[src/rtl/cnn_pkg.sv]
// Shared definitions for the layer-4 pooled-output receive path.
//   CH        : channels per pooled word
//   POSITIONS : pooled words buffered per frame
//   W         : bits per element
//   state_t   : flatten-buffer sequencing states
//   word_t    : one pooled word, channel c in element [c]
package cnn_pkg;

  localparam int CH        = 16;
  localparam int POSITIONS = 4;
  localparam int W         = 8;

  localparam int NUM_ELEM  = POSITIONS * CH;
  localparam int WR_CNT_W  = (POSITIONS > 1) ? $clog2(POSITIONS) : 1;
  localparam int RD_IDX_W  = (NUM_ELEM > 1) ? $clog2(NUM_ELEM) : 1;

  typedef enum logic [1:0] {
    COLLECT = 2'd0,
    STREAM  = 2'd1,
    FINISH  = 2'd2
  } state_t;

  typedef logic [CH-1:0][W-1:0] word_t;

endpackage

[src/rtl/flatten_mux.sv]
// Combinational element select from the flattened feature-map buffer.
//   buf_flat : POSITIONS words packed position-major, word p at bits [p*CH*W +: CH*W]
//   rd_idx   : flattened element index (position*CH + channel)
//   elem     : selected element
module flatten_mux
  import cnn_pkg::*;
(
  input  logic [POSITIONS*CH*W-1:0] buf_flat,
  input  logic [RD_IDX_W-1:0]       rd_idx,
  output logic [W-1:0]              elem
);

  // Position-major order with channel 0 in the LSBs makes the flattened
  // index map directly onto consecutive W-bit slices of the buffer.
  always_comb begin
    elem = buf_flat[rd_idx*W +: W];
  end

endmodule

[src/rtl/pool_flatten_buffer.sv]
// Buffers POSITIONS pooled words from layer 4 and streams them to the dense
// layer as a flattened, position-major byte stream.
//   clk, rst   : clock, synchronous active-high reset
//   maxflagin  : one-cycle pulse per pooled word, din captured with it
//   din        : pooled word, channel c in bits [c*W +: W]
//   clear      : synchronous abort (as rst, but overflow is kept)
//   dout/dvalid/dready/dlast : flattened element stream
//   done       : one-cycle pulse after the final handshake
//   overflow   : sticky, a word arrived while not collecting
//
// state   | meaning
// COLLECT | capturing pooled words into the buffer
// STREAM  | presenting buffered elements to the dense layer
// FINISH  | frame delivered, done pulse for one cycle
module pool_flatten_buffer
  import cnn_pkg::*;
(
  input  logic            clk,
  input  logic            rst,
  input  logic            maxflagin,
  input  logic [CH*W-1:0] din,
  input  logic            clear,
  output logic [W-1:0]    dout,
  output logic            dvalid,
  input  logic            dready,
  output logic            dlast,
  output logic            done,
  output logic            overflow
);

  localparam logic [RD_IDX_W-1:0] LAST_IDX = RD_IDX_W'(NUM_ELEM - 1);
  localparam logic [WR_CNT_W-1:0] LAST_WR  = WR_CNT_W'(POSITIONS - 1);

  state_t                  state_q, state_d;
  logic [WR_CNT_W-1:0]     wr_cnt_q, wr_cnt_d;
  logic [RD_IDX_W-1:0]     rd_idx_q, rd_idx_d;
  word_t [POSITIONS-1:0]   mem_q, mem_d;
  logic [W-1:0]            dout_q, dout_d;
  logic                    dvalid_q, dvalid_d;
  logic                    dlast_q, dlast_d;
  logic                    done_q, done_d;
  logic                    overflow_q, overflow_d;
  logic [W-1:0]            elem_next;

  logic capture;
  logic handshake;

  assign capture   = maxflagin && (state_q == COLLECT);
  assign handshake = dvalid_q && dready;

  // State register
  always_ff @(posedge clk) begin
    if (rst || clear) state_q <= COLLECT;
    else              state_q <= state_d;
  end

  // Next-state logic
  always_comb begin
    state_d = state_q;
    case (state_q)
      COLLECT: if (capture && (wr_cnt_q == LAST_WR)) state_d = STREAM;
      STREAM:  if (handshake && (rd_idx_q == LAST_IDX)) state_d = FINISH;
      FINISH:  state_d = COLLECT;
      default: state_d = COLLECT;
    endcase
  end

  // Counters, buffer and sticky error
  always_comb begin
    wr_cnt_d   = wr_cnt_q;
    rd_idx_d   = rd_idx_q;
    mem_d      = mem_q;
    overflow_d = overflow_q | (maxflagin && (state_q != COLLECT));
    if (capture) begin
      mem_d[wr_cnt_q] = din;
      wr_cnt_d        = (wr_cnt_q == LAST_WR) ? '0 : wr_cnt_q + 1'b1;
    end
    if ((state_q == STREAM) && handshake) begin
      rd_idx_d = (rd_idx_q == LAST_IDX) ? '0 : rd_idx_q + 1'b1;
    end
  end

  // Select from the next buffer contents so element 0 is ready on the
  // same cycle dvalid rises, even if it was captured on the final edge.
  flatten_mux u_flatten_mux (
    .buf_flat (mem_d),
    .rd_idx   (rd_idx_d),
    .elem     (elem_next)
  );

  // Registered outputs, all derived from the next state
  always_comb begin
    dvalid_d = (state_d == STREAM);
    dlast_d  = (state_d == STREAM) && (rd_idx_d == LAST_IDX);
    done_d   = (state_d == FINISH);
    dout_d   = (state_d == STREAM) ? elem_next : dout_q;
  end

  always_ff @(posedge clk) begin
    if (rst) begin
      wr_cnt_q   <= '0;
      rd_idx_q   <= '0;
      dout_q     <= '0;
      dvalid_q   <= 1'b0;
      dlast_q    <= 1'b0;
      done_q     <= 1'b0;
      overflow_q <= 1'b0;
    end else if (clear) begin
      wr_cnt_q   <= '0;
      rd_idx_q   <= '0;
      dout_q     <= '0;
      dvalid_q   <= 1'b0;
      dlast_q    <= 1'b0;
      done_q     <= 1'b0;
    end else begin
      wr_cnt_q   <= wr_cnt_d;
      rd_idx_q   <= rd_idx_d;
      dout_q     <= dout_d;
      dvalid_q   <= dvalid_d;
      dlast_q    <= dlast_d;
      done_q     <= done_d;
      overflow_q <= overflow_d;
    end
  end

  // Buffer contents carry no reset value
  always_ff @(posedge clk) begin
    mem_q <= mem_d;
  end

  assign dout     = dout_q;
  assign dvalid   = dvalid_q;
  assign dlast    = dlast_q;
  assign done     = done_q;
  assign overflow = overflow_q;

endmodule

[config.mk]
export PLATFORM = sky130hd
export DESIGN_NAME = pool_flatten_buffer
export DESIGN_NICKNAME = d
export VERILOG_FILES = /design/src/rtl/cnn_pkg.sv /design/src/rtl/flatten_mux.sv /design/src/rtl/pool_flatten_buffer.sv
export SDC_FILE = /design/constraint.sdc
export NUM_CORES = 1
export LEC_CHECK = 0
export BUFFER_PORTS_ARGS = -buffer_cell sky130_fd_sc_hd__buf_2
export CORE_AREA = 2 2 254 256
export DETAILED_ROUTE_END_ITERATION = 10
export DIE_AREA = 0 0 256 258
export PLACE_DENSITY = 0.59
export REMOVE_ABC_BUFFERS = 1
export SLEW_MARGIN = 20
export SYNTH_ARGS = -nofsm -noshare
export SYNTH_HDL_FRONTEND = slang
export SYNTH_HIERARCHICAL = 1
export SYNTH_SLANG_ARGS = --single-unit
[constraint.sdc]
create_clock -name clk -period 2.8 [get_ports clk]
set_clock_uncertainty 0.15 [all_clocks]
set_input_delay 0.42 -clock clk [delete_from_list [all_inputs] [get_ports clk]]
set_output_delay 0.42 -clock clk [all_outputs]
set_load 0.02 [all_outputs]
==> results of run 1 <==
[cells in the final DEF (no fill, tap or decap), types with 5 or more instances in the layout]
master / Yosys / final
mux2_4: 0 / 7
mux2i_2: 0 / 5
dfxtp_1: 534 / 532
o221ai_1: 8 / 7
dlygate4sd3_1: 0 / 130
clkbuf_8: 0 / 6
nand3_1: 16 / 16
nor2b_1: 12 / 12
clkbuf_1: 22 / 12
o21ai_1: 3 / 6
mux2i_1: 29 / 24
buf_12: 2 / 43
mux2_1: 300 / 291
mux4_2: 121 / 122
buf_4: 14 / 122
mux2_2: 87 / 89
bufinv_16: 0 / 7
a21oi_1: 29 / 29
nor2_1: 10 / 9
o21ai_0: 14 / 10
clkbuf_16: 0 / 62
o22ai_1: 17 / 14
buf_2: 28 / 144
clkinv_2: 0 / 9
ha_1: 5 / 5
nand2_1: 421 / 419
or3_1: 7 / 7
[where the power goes]
part           switching, uW  internal (uW)  total (uW)  leakage (uW)
registers                262           8860        9130       0.00443
logic                   1140           1490        2620       0.00631
clock network           3090           4630        7720      0.000932
total                   4490          15000       19500        0.0117
[what timing repair did]
item	in CTS	in global routing
resized for setup	22	18
endpoints found under the setup margin	8	8
cloned	4	4
setup buffers	5	7
pin swaps	2	5
endpoints found under the hold margin	466	0
hold buffers	130	0
[state kept, by name, summed over array words and instances (netlist names)]
| name | cells |
|---|---|
| done | 1 |
| mem_q | 512 |
| dlast | 1 |
| dvalid | 1 |
| wr_cnt_q | 2 |
| dout | 8 |
| state_q | 2 |
| overflow | 1 |
| rd_idx_q | 6 |
[final timing paths]
kind,start,end,slack (ns),cells past startpoint
setup / recovery,state_q[0]$_SDFF_PP0_,dout[6]$_SDFFE_PP0N_,-0.37,11
hold / removal,dready,dout[5]$_SDFFE_PP0N_,0.26,5
setup reg to reg,state_q[0]$_SDFF_PP0_,dout[6]$_SDFFE_PP0N_,-0.37,11
hold reg to reg,mem_q[480]$_DFF_P_,mem_q[480]$_DFF_P_,0.29,2
[metal layers]
layer	global-route usage [%]	part of all wire, %	vias to the layer above
li1	-	-	7190
met1	23.51	46	7517
met2	30.25	48	290
met3	2.434	3.7	86
met4	6.530	2.9	0
met5	0	0	-
[cell type report]
cell class,instances,share of cell area [%]
inverters,3,0.03996
well taps,855,3.796
clock inverters,21,1.052
flip-flops and latches,534,37.95
repair buffers,453,14.54
clock buffers,77,5.692
diodes,2,0.01776
multi-input cells,1139,36.91
[metrics by stage]
stage               cells  setup slack (ns)
floorplan            1676            -8.021
global placement     2834           -0.4871
detailed placement   2834           -0.5191
CTS                  3071           -0.2919
global route         3084           -0.4216
finish               3084           -0.3652
[critical path: stages (launching register included)]
cell and delay (ns):
dfxtp_4 0.36, nor3b_4 0.25, and2_4 0.30, buf_12 0.13
clkbuf_16 0.15, mux2_2 0.34, mux4_2 0.45, mux4_2 0.47
nor2b_1 0.15, o41ai_1 0.11, o21ai_0 0.08, a21oi_1 0.09
[logic make-up after synthesis]
family | synth area share (%)
adder cells (fa/ha/maj) | 0.2841
buffers and inverters | 4.881
flip-flops | 48.55
AND/OR/NAND/NOR | 9.256
AO/OA/AOI/OAI | 2.830
XOR/XNOR | 0.1193
multiplexers | 34.08
==> impl_results.md, run 1 <==
- Status: finished with violations
- Failing checks: negative setup slack
- Hold Path Class: input port to register
- DIE WIDTH: ~260 um
- Netlist cell types: 59
- Area Overhead vs Synth: 27.97%
- Row Count: 93
- Synthesized area: 22020 um2
- I/O pins: between 100 and 150
- # setup viols final: 8
- Deepest clock path buffer count: 3
- Core area: roughly 64000 um2
- EDFF count, synth: 0
- # DRC: 0
- CTS tree: built
- Area of the multi-input gates: 10400 um2
- Initial Utilization: around a third
- Period utilization: 113.0%
- Hold Slack: approximately 0.26 ns
- Critical Path RT: around 3.1 ns
- Drt wl/cell: 19.57 um
- Synth area leaders: dfxtp_1 (49%), mux2_1 (15%), mux4_2 (12%)
- Final hold vios: 0
- Gr ovfl total: 0
- Syn avg cell area: 12.26 um2
- Most frequent cells after synthesis: dfxtp_1 (534), nand2_1 (421), mux2_1 (300)
- Post-synth top area share: approximately half
- Critical path class: register to register
- Tot Pwr: between 15000 and 20000 uW
- Maxcap violations: 0
- Vias in the first global route: ~16000
- Sequential fraction of the synthesis area: around 49%
- Vias: 15080
- Worst-Skew Late Latency: roughly 0.61 ns
- Fin worst setup slack: -0.3652 ns
- Clock root buffer: clkbuf_16
- TNS Setup: -2.353 ns
- Worst slew margin: a little over half
- Vias per std cell: 4.891
- Slew Limit Fails: 0
- Async SR Flop Fraction: 0%
- Post-layout minimum cycle time: around 3.2 ns
- CP Data Arrival Time: about 3.5 ns
- Fillers: 5822
- Drt first pass iters: 4
- H-tree levels: 2
- Worst-path clk slew: roughly 0.060 ns
- Crit path launch type: register
- RSZ-0062 raised after global routing: yes
- Most frequent cell after synthesis: dfxtp_1
- Synth area leader: dfxtp_1
- Register Area: ~11000 um2
- P per Cell Area: about 690 nW/um2
- Detail Route Antenna Nets: 0
- Post-DP Area: between 20000 and 25000 um2
- Post-layout instance area: 28180 um2
- Die H: approximately 260 um
- Post-Syn Instances: around 1800
- Crit. End Element: register
- Initial antenna violation count: 3
- PortBufs: 144
- Peak supply drop: 425.8 uV
- Final Util: between 40% and 50%
- CP Max Fanout: 5
- Pleak: ~0.012 uW
- Ratio of cells with drive above 1 in the final layout: just under 30%
- Total die area: 66050 um2
- Iteration-0 DRC Markers: 727
- Nets: 2326
- Fmax achieved: 0.3159 GHz
- Total clock sinks: roughly 530
- First-pass GRT wire length: roughly 92000 um
- HPWL after DPL: 42860 um
- GRT Overall Usage: between 10% and 20%
- Number of synthesized register bits: 534
- CTS Buf Count: 57
- Main synth FF type: dfxtp_1
- Warning count from the yosys run: 6
- Largest net degree at the start of global routing: between 40 and 50
- Final wirelength: 60360 um
- GPL Wtd Cong: between 0.7 and 0.8
- Worst-margin pin slew: ~0.70 ns
(Power assumes the default switching activity.)
==> inputs of run 2 (changes only) <==
Settings changed: CAP_MARGIN from default to 20, CORE_AREA 2 2 254 256 to 4 4 256 258, DIE_AREA 0 0 256 258 to 0 0 260 262, RECOVER_POWER from default to 25.
==> run 2 against run 1 <==
- the run still ends with negative setup slack left
- cell count down 0.52%
- critical path depth unchanged
- sequential power about the same
- highest routed layer is now met5
==> impl_results.md, run 2 (synthesis gave the netlist of run 1 again) <==
- Status: finished with violations
- Failing checks: negative setup slack
- Drt first pass iters: 5
- P per Cell Area: between 600 and 700 nW/um2
- Drt wl/cell: around 19 um
- Vias per std cell: 4.921
- Number of buffers and inverters on the critical path: 1
- FF-to-FF path depth: 11
- Critical path class: register to register
- Fillers: just under 6000
- CP Data Arrival Time: about 3.4 ns
- Fmax achieved: ~0.33 GHz
- Ratio of cells with drive above 1 in the final layout: 28.58%
- Vias: around 15000
- CTS Buf Count: 56
- Final hold vios: 0
- Iteration-0 DRC Markers: between 800 and 900
- Post-Layout Cell Count: between 3000 and 4000
- Placed Cells: approximately 2800
- Detail Route Antenna Nets: 0
- Vias in the first global route: 15590
- Initial antenna violation count: 2
- Register Area: 10690 um2
- Hold Slack: about 0.26 ns
- Sw Ratio: around 23%
- Final wirelength: around 59000 um
- GRT Overall Usage: between 10% and 20%
- Nets: about 2300
- Post-layout minimum cycle time: just over 3 ns
- Fin worst setup slack: -0.2629 ns
- Commonest non-fill, non-tap cell in the layout: dfxtp_1
- Total die area: between 60000 and 70000 um2
- Clock power share: roughly two fifths
- Largest net degree at the start of global routing: 41
- Crit. End Element: register
- CTS tree: built
- PortBufs: approximately 140
- I/O pins: 145
- Net Sw Power: 4426 uW
- Core area: between 60000 and 70000 um2
- # DRC: 0
- Die H: around 260 um
- Worst-path clk slew: around 0.060 ns
- Worst-margin pin slew: around 1.2 ns
- DIE WIDTH: about 260 um
- Commonest cells after routing, fill and taps aside: dfxtp_1 (531), nand2_1 (419), mux2_1 (303)
- Cell Chain, Critical Path: nor3b_4 > and2_4 > buf_4 > mux2_1 > mux4_2 > mux2i_1 > a21oi_1 > or3_1 > a32o_1 > o21ai_0 > a21oi_1
- Clock root buffer: clkbuf_16
- Cell mode on critical path: a21oi_1
- Crit path launch type: register
- Row Count: 92
- Area of the multi-input gates: ~10000 um2
- First-pass GRT wire length: roughly 90000 um
- Logic pwr share: 13.3%
- Number of flip-flops in the largest register: 512
- TNS Setup: -1.945 ns
- Total clock sinks: ~530
- # setup viols final: 8
- Worst slew margin: between 10% and 20%
- Tot Pwr: approximately 19000 uW
- CP top delay family: multiplexers
- GPL Wtd Cong: around 0.81
- HPWL after DPL: 42710 um
- RSZ-0062 raised after global routing: yes
- Initial Utilization: 34.97%
- Slew Limit Fails: 0
- Peak supply drop: ~480 uV
- Sequential fraction of design power: 47.6%
- Gr ovfl total: 0
- Cell depth of the worst min-delay path: 4
- H-tree levels: 2
- Critical Path RT: 3.10 ns
- Period utilization: 109.4%
- Ant diodes: 0
- Worst-Skew Late Latency: 0.60 ns
- Top reg by flops: mem_q
- Pleak: roughly 0.012 uW
- Hold Path Class: input port to register
- Max incr delay on CP: 0.49 ns
- Pre-CTS WS: -0.5001 ns
- Pint: between 10000 and 15000 uW
- Critical Path Stages: 11
- Maxcap violations: 0
- CP Max Fanout: 6
- Area Overhead vs Synth: 27.04%
- Slowest CP cell: mux4_2
- Deepest clock path buffer count: 3
==> run 2: cell types whose count changed in the layout (fill, tap and decap cells not counted), sizes merged <==
cell / before / now
bufbuf: 2 / 0
diode: 2 / 0
clkbuf: 80 / 86
clkinvlp: 2 / 6
inv: 4 / 3
buf: 318 / 303
clkinv: 11 / 17
bufinv: 7 / 4
==> run 2: worst min-delay path, stage by stage <==
cell and delay (ns):
buf_2 0.12, nand4b_1 0.18, buf_4 0.19, nor4_1 0.06
==> run 2: worst paths after layout <==
| kind | endpoint | startpoint | slack [ns] |
|---|---|---|---|
| max | dout[5]$_SDFFE_PP0N_ | state_q[1]$_SDFF_PP0_ | -0.26 |
| min | state_q[1]$_SDFF_PP0_ | dready | 0.26 |
| max reg2reg | dout[5]$_SDFFE_PP0N_ | state_q[1]$_SDFF_PP0_ | -0.26 |
| min reg2reg | mem_q[388]$_DFF_P_ | mem_q[388]$_DFF_P_ | 0.29 |
==> run 2: per-layer routing <==
layer	vias to the layer above	routed length, um	track usage, %
met5	-	21	0
met4	4	1537	5.426
met3	97	2309	2.428
met2	299	27700	28.39
met1	7506	27570	22.98
li1	7191	-	-
==> run 2: final cells by class <==
class / count / area share, %
Multi-Input combinational cell: 1139 / 37.02
Clock inverter: 27 / 0.8946
Sequential cell: 534 / 38.23
Inverter: 3 / 0.04026
Timing Repair Buffer: 443 / 14.21
Tap cell: 846 / 3.784
Clock buffer: 76 / 5.819
==> run 2: through the flow <==
step           cell area (um2)  util (%)
6_report                 27970     44.43
5_1_grt                  27970     44.43
4_1_cts                  27860     44.25
3_5_place_dp             24590     39.05
3_3_place_gp             24590     39.05
2_1_floorplan            20960         -
==> run 2: timing repair <==
item	4_1_cts	5_1_grt
hold buffers	130	0
setup endpoints to repair	8	8
gates resized for setup	18	22
setup buffers	3	2
pin swaps	3	2
endpoints found under the hold margin	492	0
gates cloned	0	3
==> run 2: power by group through the flow <==
stage,sequential (uW),combinational [uW],clock [uW]
after floorplan,9180,1680,0
after global placement,9240,2270,0
after detailed placement,9300,2390,0
after CTS,9130,2570,7680
after global routing,9240,2790,7970
final,9120,2550,7490
==> inputs of run 3 (changes only) <==
Settings changed: SETUP_SLACK_MARGIN from default to 0.1, SKIP_LAST_GASP from default to 1.
==> run 3 against run 2 <==
- the flow still finishes with violations (negative setup slack)
- total power shrank 0.11%
- largest power group unchanged
- worst hold slack gained 0.0015 ns
- design area shrank 0.20%
- core utilization is 0.089 points lower
==> impl_results.md, run 3 (synthesis gave the netlist of run 1 again) <==
- Status: finished with violations
- Failing checks: negative setup slack
- Die H: ~260 um
- Final wirelength: 58970 um
- CP Data Arrival Time: 3.37 ns
- Fmax achieved: approximately 0.33 GHz
- Fillers: roughly 6000
- Critical Path Stages: 10
- Met2 usage: ~28%
- Crit. End Element: register
- Drt first pass iters: 5
- Period utilization: 109.4%
- Maxcap violations: 0
- Deepest clock path buffer count: 3
- DIE WIDTH: about 260 um
- GPL Wtd Cong: 0.8104
- Hold Path Class: input port to register
- Vias: about 15000
- Nets: 2315
- Clock root buffer: clkbuf_16
- # setup viols final: 8
- Core area: ~63000 um2
- Post-layout instance area: roughly 28000 um2
- Area Overhead vs Synth: 26.78%
- Worst-path clk slew: 0.06 ns
- Critical Path RT: around 3.1 ns
- Commonest non-fill, non-tap cell in the layout: dfxtp_1
- Total clock sinks: 534
- FF-to-FF path depth: 10
- Hold Crit Start: dready
- Gr ovfl total: 0
- Peak supply drop: between 400 and 500 uV
- Top reg by flops: mem_q
- Pleak: 0.01154 uW
- Crit path launch type: register
- RR Startpoint: state_q[1]$_SDFF_PP0_
- P per Cell Area: between 600 and 700 nW/um2
- H-tree levels: 2
- Flop2flop setup slack: -0.26 ns
- RSZ-0062 raised after global routing: yes
- Max incr delay on CP: between 0.5 and 0.6 ns
- Ratio of cells with drive above 1 in the final layout: between 20% and 30%
- Cell Chain, Critical Path: nor3b_4 > and2_4 > buf_12 > mux2_1 > mux4_1 > mux4_2 > nor2b_1 > o41ai_1 > o21ai_0 > a21oi_1
- CP endpoint: dout[2]$_SDFFE_PP0N_
- Placed Cells: 2827
- Largest net degree at the start of global routing: 41
- Cell depth of the worst min-delay path: 4
- First-pass GRT wire length: around 90000 um
- Drt wl/cell: between 15 and 20 um
- Vias per std cell: approximately 4.9
- Worst-Skew Late Latency: 0.60 ns
- RR Endpoint: dout[2]$_SDFFE_PP0N_
- Number of flip-flops in the largest register: between 500 and 600
- TNS Setup: -1.981 ns
- CP Max Fanout: 22
- Hold Slack: around 0.26 ns
- I/O pins: around 150
- Critical path class: register to register
- Post-layout minimum cycle time: roughly 3.1 ns
- Ant diodes: 0
- GRT Overall Usage: 17.03%
- Commonest cells after routing, fill and taps aside: dfxtp_1 (531), nand2_1 (419), mux2_1 (304)
- Initial antenna violation count: 2
- Initial Utilization: between 30% and 40%
- # DRC: 0
- Row Count: 92
- Post-Layout Cell Count: 3068
- Iteration-0 DRC Markers: around 860
- Slew Limit Fails: 0
- Total die area: about 70000 um2
- Number of buffers and inverters on the critical path: 1
- Fin worst setup slack: -0.2640 ns
- Tot Pwr: around 19000 uW
- CP top delay family: multiplexers
- Detail Route Antenna Nets: 0
- Worst-margin pin slew: between 1 and 1.5 ns
- Routing usage on met1: 22.97%
- GR peak layer: met2
- Area of the multi-input gates: roughly 10000 um2
- Slowest CP cell: mux4_1
- Final hold vios: 0
- Post-DP Area: 24590 um2
- CTS Buf Count: 56
- Vias in the first global route: about 16000
- Worst slew margin: between 10% and 20%
- CTS tree: built
- Crit path from: state_q[1]$_SDFF_PP0_
- Register Area: ~11000 um2
- HPWL after DPL: 42710 um
- PortBufs: 144
- Met3 usage: under 10%
## run 3: cell types whose count changed in the layout (fill, tap and decap cells not counted), moves of 2 or more
cell / change
a21oi_1: +2
a21oi_2: -2
buf_4: +4
buf_6: -3
mux2_2: +3
mux2_4: -4
o21ai_0: +2
o21ai_1: -2
o22ai_1: +2
o22ai_2: -2
## run 3: worst min-delay path by stage
stage	endpoint	slack [ns]
final	state_q[1]$_SDFF_PP0_	0.26
after global routing	state_q[1]$_SDFF_PP0_	0.26
after CTS	dvalid$_SDFF_PP0_	0.20
after detailed placement	mem_q[439]$_DFF_P_	0.28
after global placement	mem_q[485]$_DFF_P_	0.27
after floorplan	mem_q[400]$_DFF_P_	0.26
## run 3: power breakdown
group | internal, uW | leakage, uW | switching, uW
logic | 1440 | 0.00618 | 1090
clock network | 4420 | 0.000927 | 3070
registers | 8860 | 0.00444 | 257
total | 14700 | 0.0115 | 4420
## run 3: worst min-delay path, delay by kind of cell
family        cells  cell delay [ns]
buf+inv           2             0.31
simple gates      2             0.24
## run 3: what timing repair did
| action | in CTS | in global routing |
|---|---|---|
| pin swaps | 3 | 2 |
| buffers inserted | 3 | 2 |
| gates resized for setup | 7 | 9 |
| cloned | 0 | 3 |
| hold endpoints to repair | 492 | 0 |
| hold buffers | 130 | 0 |
| endpoints found under the setup margin | 8 | 8 |
## run 3: final cells by class
cell class                 count  share of cell area, %
clock buffer                  76                  5.831
clock inverter                27                 0.8964
inverter                       3                0.04034
multi-input combinational   1139                  36.96
sequential                   534                  38.31
tap                          846                  3.792
timing repair buffer         443                  14.17
## run 3: stage by stage
stage	setup WS (ns)	util, %
after global placement	-0.4817	39.05
after detailed placement	-0.5001	39.05
after CTS	-0.2876	44.19
after global routing	-0.3919	44.34
final	-0.2640	44.34
after floorplan	-8.021	-
## run 3: layer usage
| layer | vias to the layer above | wire length, um | share of wire, % |
|---|---|---|---|
| met5 | - | 21 | 0.036 |
| met1 | 7469 | 27320 | 46 |
| met2 | 295 | 27610 | 47 |
| met3 | 95 | 2355 | 4.0 |
| li1 | 7187 | - | - |
| met4 | 4 | 1661 | 2.8 |
